### config.mk
export PLATFORM = sky130hd
export DESIGN_NAME = block_accum_flat
export DESIGN_NICKNAME = d
export VERILOG_FILES = /design/src/rtl/block_accum_if.sv /design/src/rtl/block_accum.sv /design/src/flat_wrapper.sv
export SDC_FILE = /design/constraint.sdc
export NUM_CORES = 1
export LEC_CHECK = 0
export CELL_PAD_IN_SITES_DETAIL_PLACEMENT = 0
export CELL_PAD_IN_SITES_GLOBAL_PLACEMENT = 1
export CORE_MARGIN = 1.5
export CORE_UTILIZATION = 35
export DETAILED_ROUTE_END_ITERATION = 6
export GPL_ROUTABILITY_DRIVEN = 0
export PLACE_DENSITY = 0.73
export SLEW_MARGIN = 5
export SYNTH_ARGS = -nofsm -noshare
export SYNTH_HDL_FRONTEND = slang
export SYNTH_SLANG_ARGS = --single-unit
### constraint.sdc
create_clock -name clk -period 2.4 [get_ports clk]
set_input_delay 0.48 -clock clk [delete_from_list [all_inputs] [get_ports clk]]
set_output_delay 0.48 -clock clk [all_outputs]
set_load 0.05 [all_outputs]
### src/rtl/block_accum_if.sv
// block_accum_if: valid/busy sample input channel, valid/busy result output
// channel and the run-time block length select for block_accum.
// master = producer/consumer side, slave = block_accum side.
interface block_accum_if #(
  parameter int DIN_W      = 8,
  parameter int MAX_LOG2_N = 3
);
  localparam int DOUT_W = DIN_W + MAX_LOG2_N;
  localparam int LEN_W  = $clog2(MAX_LOG2_N + 1);

  logic [LEN_W-1:0]  len_log2;
  logic              din_vld;
  logic              din_busy;
  logic [DIN_W-1:0]  din_data;
  logic              dout_busy;
  logic              dout_vld;
  logic [DOUT_W-1:0] dout_data;

  modport master (
    output len_log2, din_vld, din_data, dout_busy,
    input  din_busy, dout_vld, dout_data
  );

  modport slave (
    input  len_log2, din_vld, din_data, dout_busy,
    output din_busy, dout_vld, dout_data
  );
endinterface

### src/rtl/block_accum.sv
// block_accum: sums blocks of 2^len unsigned samples and emits one result per
// block through a single-entry output register, so the next block can be
// accumulated while the current result drains.
// Optional macro BLOCK_ACCUM_AVG_EN: output the rounded block mean instead of
// the raw sum (same latency and handshake).
module block_accum #(
  parameter int DIN_W      = 8,
  parameter int MAX_LOG2_N = 3
) (
  input logic        clk,
  input logic        rst,   // active-low, asynchronous
  block_accum_if.slave bus
);
  localparam int DOUT_W = DIN_W + MAX_LOG2_N;
  localparam int LEN_W  = $clog2(MAX_LOG2_N + 1);
  localparam int CNT_W  = MAX_LOG2_N + 1;

  logic              rdy;       // set on the first edge after reset release
  logic [CNT_W-1:0]  cnt;
  logic [DOUT_W-1:0] acc;
  logic [LEN_W-1:0]  len_q;
  logic [DOUT_W-1:0] out_q;
  logic              out_vld;

  logic [LEN_W-1:0]  len_in;
  logic [LEN_W-1:0]  len_eff;
  logic [CNT_W-1:0]  last_idx;
  logic              last;
  logic              busy;
  logic              take;
  logic              drain;
  logic [DOUT_W-1:0] sum;
  logic [DOUT_W-1:0] result;

  // Clamp the requested length; use it only for the first sample of a block,
  // afterwards the captured length governs so mid-block changes are ignored.
  always_comb begin
    len_in   = (bus.len_log2 > LEN_W'(MAX_LOG2_N)) ? LEN_W'(MAX_LOG2_N) : bus.len_log2;
    len_eff  = (cnt == '0) ? len_in : len_q;
    last_idx = (CNT_W'(1) << len_eff) - CNT_W'(1);
    last     = (cnt == last_idx);
    sum      = acc + DOUT_W'(bus.din_data);
  end

`ifdef BLOCK_ACCUM_AVG_EN
  logic [DOUT_W:0] half;
  logic [DOUT_W:0] rounded;

  // Rounded mean; one extra bit keeps the rounding add from wrapping.
  always_comb begin
    half    = (len_eff == '0) ? '0 : ((DOUT_W + 1)'(1) << (len_eff - LEN_W'(1)));
    rounded = {1'b0, sum} + half;
    result  = DOUT_W'(rounded >> len_eff);
  end
`else
  // Raw block sum.
  always_comb begin
    result = sum;
  end
`endif

  // Only a block-completing sample stalls, and only if the pending result
  // is not draining this same cycle.
  always_comb begin
    busy  = !rdy || (last && out_vld && bus.dout_busy);
    take  = bus.din_vld && !busy;
    drain = out_vld && !bus.dout_busy;
  end

  assign bus.din_busy  = busy;
  assign bus.dout_vld  = out_vld;
  assign bus.dout_data = out_q;

  // Reset-release flag: input is refused until the first edge after reset.
  always_ff @(posedge clk or negedge rst) begin
    if (!rst) rdy <= 1'b0;
    else      rdy <= 1'b1;
  end

  // Accumulator, sample counter and captured block length.
  always_ff @(posedge clk or negedge rst) begin
    if (!rst) begin
      cnt   <= '0;
      acc   <= '0;
      len_q <= '0;
    end else if (take) begin
      if (cnt == '0) len_q <= len_in;
      if (last) begin
        cnt <= '0;
        acc <= '0;
      end else begin
        cnt <= cnt + CNT_W'(1);
        acc <= sum;
      end
    end
  end

  // Single-entry result register; a new completion wins over a drain so
  // back-to-back results keep dout_vld high.
  always_ff @(posedge clk or negedge rst) begin
    if (!rst) begin
      out_q   <= '0;
      out_vld <= 1'b0;
    end else if (take && last) begin
      out_q   <= result;
      out_vld <= 1'b1;
    end else if (drain) begin
      out_vld <= 1'b0;
    end
  end
endmodule

### src/flat_wrapper.sv
// flat-port wrapper written by rule: the top's interface ports become plain ports
module block_accum_flat 
#(
  parameter int DIN_W      = 8,
  parameter int MAX_LOG2_N = 3
)
  (clk, rst, bus_len_log2, bus_din_vld, bus_din_data, bus_dout_busy, bus_din_busy, bus_dout_vld, bus_dout_data);
  block_accum_if #(.DIN_W(DIN_W), .MAX_LOG2_N(MAX_LOG2_N)) bus_i ();
  input logic clk;
  input logic rst;
  input wire logic [$bits(bus_i.len_log2)-1:0] bus_len_log2;
  input wire logic [$bits(bus_i.din_vld)-1:0] bus_din_vld;
  input wire logic [$bits(bus_i.din_data)-1:0] bus_din_data;
  input wire logic [$bits(bus_i.dout_busy)-1:0] bus_dout_busy;
  output wire logic [$bits(bus_i.din_busy)-1:0] bus_din_busy;
  output wire logic [$bits(bus_i.dout_vld)-1:0] bus_dout_vld;
  output wire logic [$bits(bus_i.dout_data)-1:0] bus_dout_data;
  assign bus_i.len_log2 = bus_len_log2;
  assign bus_i.din_vld = bus_din_vld;
  assign bus_i.din_data = bus_din_data;
  assign bus_i.dout_busy = bus_dout_busy;
  assign bus_din_busy = bus_i.din_busy;
  assign bus_dout_vld = bus_i.dout_vld;
  assign bus_dout_data = bus_i.dout_data;
  block_accum #(.DIN_W(DIN_W), .MAX_LOG2_N(MAX_LOG2_N)) u_core (.clk(clk), .rst(rst), .bus(bus_i));
endmodule
==> results.cfg, run 1 <==
[critical_path]
r2r_cells = 10
crit_path_end_kind = output port
crit_fanout = 2
arrival_ps = 2030
crit_type = flip-flop to output port
cp.required_ps = 1920
crit_path_start_kind = flip-flop

[sta]
drv_slew = 0
worst_slack_ps = -113
setup_viol = 13
max_slew_margin = 0.659
period_share = 1.05
worstMarginPinSlew_ps = 510
holdWs_ps = 508
max_clock_freq_mhz = 398
min_period_ps = 2510
grt_setup_unrepaired = yes
finClkSkew_ps = 8.37
hold_viol = 0

[placement]
dp_cells = 265
dp_hpwl_mm = 2.90
dpl_cell_area_um2 = 2300
numPortBuffers = 26

[cts]
cts_max_level = 2
cts.clk_slew.worst_paths_ps = 60
cts_buffers = 5
tritoncts = done
clockBufferDepth = 2
clkSinkCount = 30
hold_buffers = 0
cts_root_buffer = clkbuf_8
clkLatencyLatePin_ps = 280

[yosys]
muxShareOfSynthArea = 0.104
syn-num-nets = 181
synthSimpleGateAreaFrac = 0.121
synth_edf_count = 0
synth_area_leaders = dfrtp_1 42%, ha_1 7.0%, mux2_2 6.3%, a22o_1 4.9%, xnor2_1 3.4%
syn_inst = 156
synth_cell_type_count = 46
ys_ff_latch = 30
yosysWarnings = 0
synth_top_family_by_area = compound AO/OA/AOI/OAI gates
avgSynthCellArea_um2 = 11.4
synthArstFlopShare = 1.00
synth-main-ff-cell = dfrtp_1
syn_area_um2 = 1790
synth_largest_type_area_fraction = 0.420
synth-compound-area-share = 0.203
synth_xor_area_frac = 0.0392
synth_top_area_cell = dfrtp_1
synthAdderAreaFrac = 0.0813
yosysSeqAreaShare = 0.420

[grt]
grtUsageTotal = 0.161
grt_pass1_vias = 1492
antenna_found_initial = 0
grt_max_degree = 31
grt_overflow = 0
grt_pass1_wl_mm = 6.67

[run]
drv_cap = 0

[die]
row_count = 25
die_x_um = 74.4
die-area_um2 = 5540
core_region_area_um2 = 4820
start_util = 0.371
die_h_um = 74.4
ios = 27

[outcome]
status = finished, violations left
violations = negative setup slack

[layout]
final_util = 0.520
fill_cells = 441
final_cell_mix = 30 x dfrtp_1, 23 x clkdlybuf4s50_1, 22 x buf_4
drive_gt1_frac = 0.332
n_antenna_cell = 0
nets = 235
area_growth_pct = 40.3
final_common_cell = dfrtp_1
stdcell_area_um2 = 2500
fin_cells = 278

[drt]
drt_iter0_drc = 45
firstDrtPassIters = 5
route.detailed.drc = 0
vias = 1420
wl_mm = 3.98
via_per_inst = 5.11
wl_per_cell_um = 14.3
ant_nets = 0

[pwr]
p_per_area_nw_per_um2 = 1400
p_leak_nw = 1.10
vdd_ir_drop_max_v = 0.000570

[hold_path]
hp-class = flip-flop to flip-flop
min_path_cells = 1
where the power goes:
group	internal, W	switching, W	leakage, nW
Clock	0.000289	0.000185	0.0575
Sequential	0.000733	0.000182	0.363
Combinational	0.000990	0.00112	0.683
Total	0.00201	0.00149	1.10
cell usage after synthesis (all sizes together), types with 2 or more instances:
cell type and instances:
a211oi 2, a21o 2, a21oi 3, a22o 10, a31oi 2, and3 2
buf 2, clkbuf 2, dfrtp 30, ha 10, inv 7, mux2 12
mux2i 2, nand2 11, nand3 4, nor2 7, nor2b 6, o211ai 2
o21ai 6, o31ai 3, or2 2, or3 2, xnor2 7
worst paths after layout:
| check | startpoint | to | slack (ps) |
|---|---|---|---|
| setup / recovery | u_core.cnt[1] | bus_din_busy | -110 |
| hold / removal | u_core.bus.dout_data[4] | u_core.bus.dout_data[4] | 510 |
| setup reg to reg | u_core.cnt[1] | u_core.bus.dout_data[9] | -80 |
| hold reg to reg | u_core.bus.dout_data[4] | u_core.bus.dout_data[4] | 510 |
| max in group asynchronous | rst | u_core.bus.dout_data[8] | 1530 |
| min in group asynchronous | rst | u_core.acc[0] | 590 |
routing by layer:
metal  global-route usage  wire length, um
met1                0.194             1820
met2                0.273             1960
met3               0.0434              136
met4               0.0626               58
met5                    0                0
critical path, stage by stage, from the launching register on:
cell	delay [ps]
dfrtp_1	390
inv_2	70
ha_4	150
nor3b_4	240
mux2i_2	300
a22oi_4	120
buf_6	130
o31ai_4	160
buf_6	180
registers in the layout, summed over array words and instances (netlist names):
signal,cells
u_core.rdy,1
u_core.cnt,4
u_core.acc,11
u_core.bus.dout_vld,1
u_core.len_q,2
u_core.bus.dout_data,11
cell type report:
type	instances	area [um^2]	area share
Tap cell	67	83.8	0.0335
Inverter	7	26.3	0.0105
Timing Repair Buffer	51	467	0.186
Clock buffer	8	110	0.0440
Sequential cell	30	751	0.300
Multi-Input combinational cell	115	1070	0.426
logic make-up (layout without fill, tap and decap cells):
kind of cell	count (synthesis)	count (layout)
compound gates	41	41
simple gates	39	39
flops	30	30
mux	15	15
fa+ha+maj	11	11
buf+inv	11	66
xor+xnor	8	8
other cells	1	1
what timing repair did:
action,4_1_cts,5_1_grt
endpoints found under the hold margin,0,0
gates resized for setup,10,5
setup endpoints to repair,5,18
pin swaps,3,0
setup buffers,2,3
through the flow:
step                total power [W]  TNS, ps  setup WS [ps]
finish                      0.00350     -915           -113
global placement            0.00287    -4720           -343
global route                0.00374    -2690           -256
floorplan                   0.00227    -43.6          -21.8
CTS                         0.00350    -1190           -144
detailed placement          0.00291    -5320           -379
(Power assumes the default switching activity.)
==> inputs of run 2 (changes only) <==
CORE_MARGIN = 2   (was 1.5)
==> results.cfg, run 2 (synthesis gave the netlist of run 1 again) <==
[outcome]
status = finished, violations left
violations = negative setup slack

[die]
row_count = 25
die_h_um = 75.4
die_x_um = 75.4
die-area_um2 = 5690
ios = 27
core_region_area_um2 = 4820
start_util = 0.371

[layout]
area_growth_pct = 46.6
n_antenna_cell = 0
nets = 241
fill_cells = 447
multiInputGateArea_um2 = 1110
fin_cells = 284
final_cell_mix = 30 x dfrtp_1, 23 x clkdlybuf4s50_1, 23 x buf_4
drive_gt1_frac = 0.359
stdcell_area_um2 = 2620
regArea_um2 = 751
final_common_cell = dfrtp_1

[pwr]
finalPower_w = 0.00362
p_per_area_nw_per_um2 = 1380
p_leak_nw = 1.16
vdd_ir_drop_max_v = 0.000597

[critical_path]
crit_fanout = 2
crit_type = flip-flop to output port
r2r_slack_ps = -130
arrival_ps = 2070
cp.required_ps = 1920
crit_path_start_kind = flip-flop
r2r_end = u_core.bus.dout_data[2]
r2r_cells = 11
r2r-start = u_core.cnt[0]
crit_path_end_kind = output port

[drt]
wl_mm = 4.29
ant_nets = 0
vias = 1461
via_per_inst = 5.14
wl_per_cell_um = 15.1
drt_iter0_drc = 56
route.detailed.drc = 0
firstDrtPassIters = 4

[grt]
antenna_found_initial = 0
grt_overflow = 0
grt_pass1_vias = 1544
grt_pass1_wl_mm = 7.28
grt_max_degree = 31
grtUsageTotal = 0.170

[run]
drv_cap = 0

[cts]
cts_root_buffer = clkbuf_8
cts.clk_slew.worst_paths_ps = 60
clkSinkCount = 30
clockBufferDepth = 2
cts_buffers = 5
tritoncts = done
cts_max_level = 2
clkLatencyLatePin_ps = 280

[sta]
hold_viol = 0
worst_slack_ps = -153
setup_viol = 14
period_share = 1.06
max_slew_margin = 0.663
min_period_ps = 2550
finClkSkew_ps = 3.88
tns_ps = -1470
drv_slew = 0
grt_setup_unrepaired = yes
max_clock_freq_mhz = 392
worstMarginPinSlew_ps = 504

[hold_path]
min_from = u_core.acc[4]
holdPathEnd = u_core.acc[4]
hp-class = flip-flop to flip-flop
min_path_cells = 1

[placement]
dpl_cell_area_um2 = 2290
dp_cells = 264
numPortBuffers = 26
pre_cts_ws_ps = -369
dp_hpwl_mm = 2.96
run 2: cell types whose count changed in the layout (fill, tap and decap cells not counted), sizes merged:
cell / change
clkinv: +1
buf: +5
run 2: worst max path at each step:
stage / from / endpoint / slack, ps / cells after the start
finish: u_core.cnt[0] / bus_din_busy / -150 / 8
CTS: u_core.cnt[1] / bus_din_busy / -160 / 8
global placement: bus_din_data[0] / u_core.bus.dout_data[10] / -320 / 10
global route: u_core.cnt[0] / bus_din_busy / -270 / 8
detailed placement: bus_din_data[0] / u_core.bus.dout_data[10] / -370 / 10
floorplan: u_core.cnt[1] / u_core.len_q[0] / -20 / 8
run 2: timing repair:
item,4_1_cts,5_1_grt
setup buffers,5,7
gates resized for setup,24,5
gates cloned,0,1
hold buffers,0,0
pin swaps,7,2
endpoints found under the setup margin,14,27
run 2: layer usage:
layer | wire (um) | GRT usage
met1 | 1920 | 0.214
met2 | 2130 | 0.281
met3 | 179 | 0.0450
met4 | 62 | 0.0643
met5 | 0 | 0
run 2: worst max-delay path, cell delays in order (launching register included):
cell and delay (ps):
dfrtp_1 390, inv_2 80, ha_4 140, nor3b_4 250
mux2i_2 310, a22oi_4 120, buf_6 130, o31ai_4 180
buf_6 190
run 2: stage by stage:
| stage | util | hold slack (ps) |
|---|---|---|
| 2_1_floorplan | - | 184 |
| 3_3_place_gp | 0.476 | 492 |
| 3_5_place_dp | 0.476 | 494 |
| 4_1_cts | 0.522 | 512 |
| 5_1_grt | 0.543 | 529 |
| 6_report | 0.543 | 513 |
run 2: area by class of cell:
class,instances,share of cell area
well taps,67,0.0320
multi-input cells,115,0.425
clock inverters,1,0.00191
flip-flops and latches,30,0.287
repair buffers,57,0.211
clock buffers,7,0.0330
inverters,7,0.0100
run 2: where the power goes:
| part | switching, W | internal, W | total [W] | leakage, nW |
|---|---|---|---|---|
| clock | 0.000184 | 0.000231 | 0.000415 | 0.0482 |
| combinational | 0.00117 | 0.00112 | 0.00229 | 0.750 |
| sequential | 0.000182 | 0.000733 | 0.000915 | 0.363 |
| total | 0.00154 | 0.00208 | 0.00362 | 1.16 |
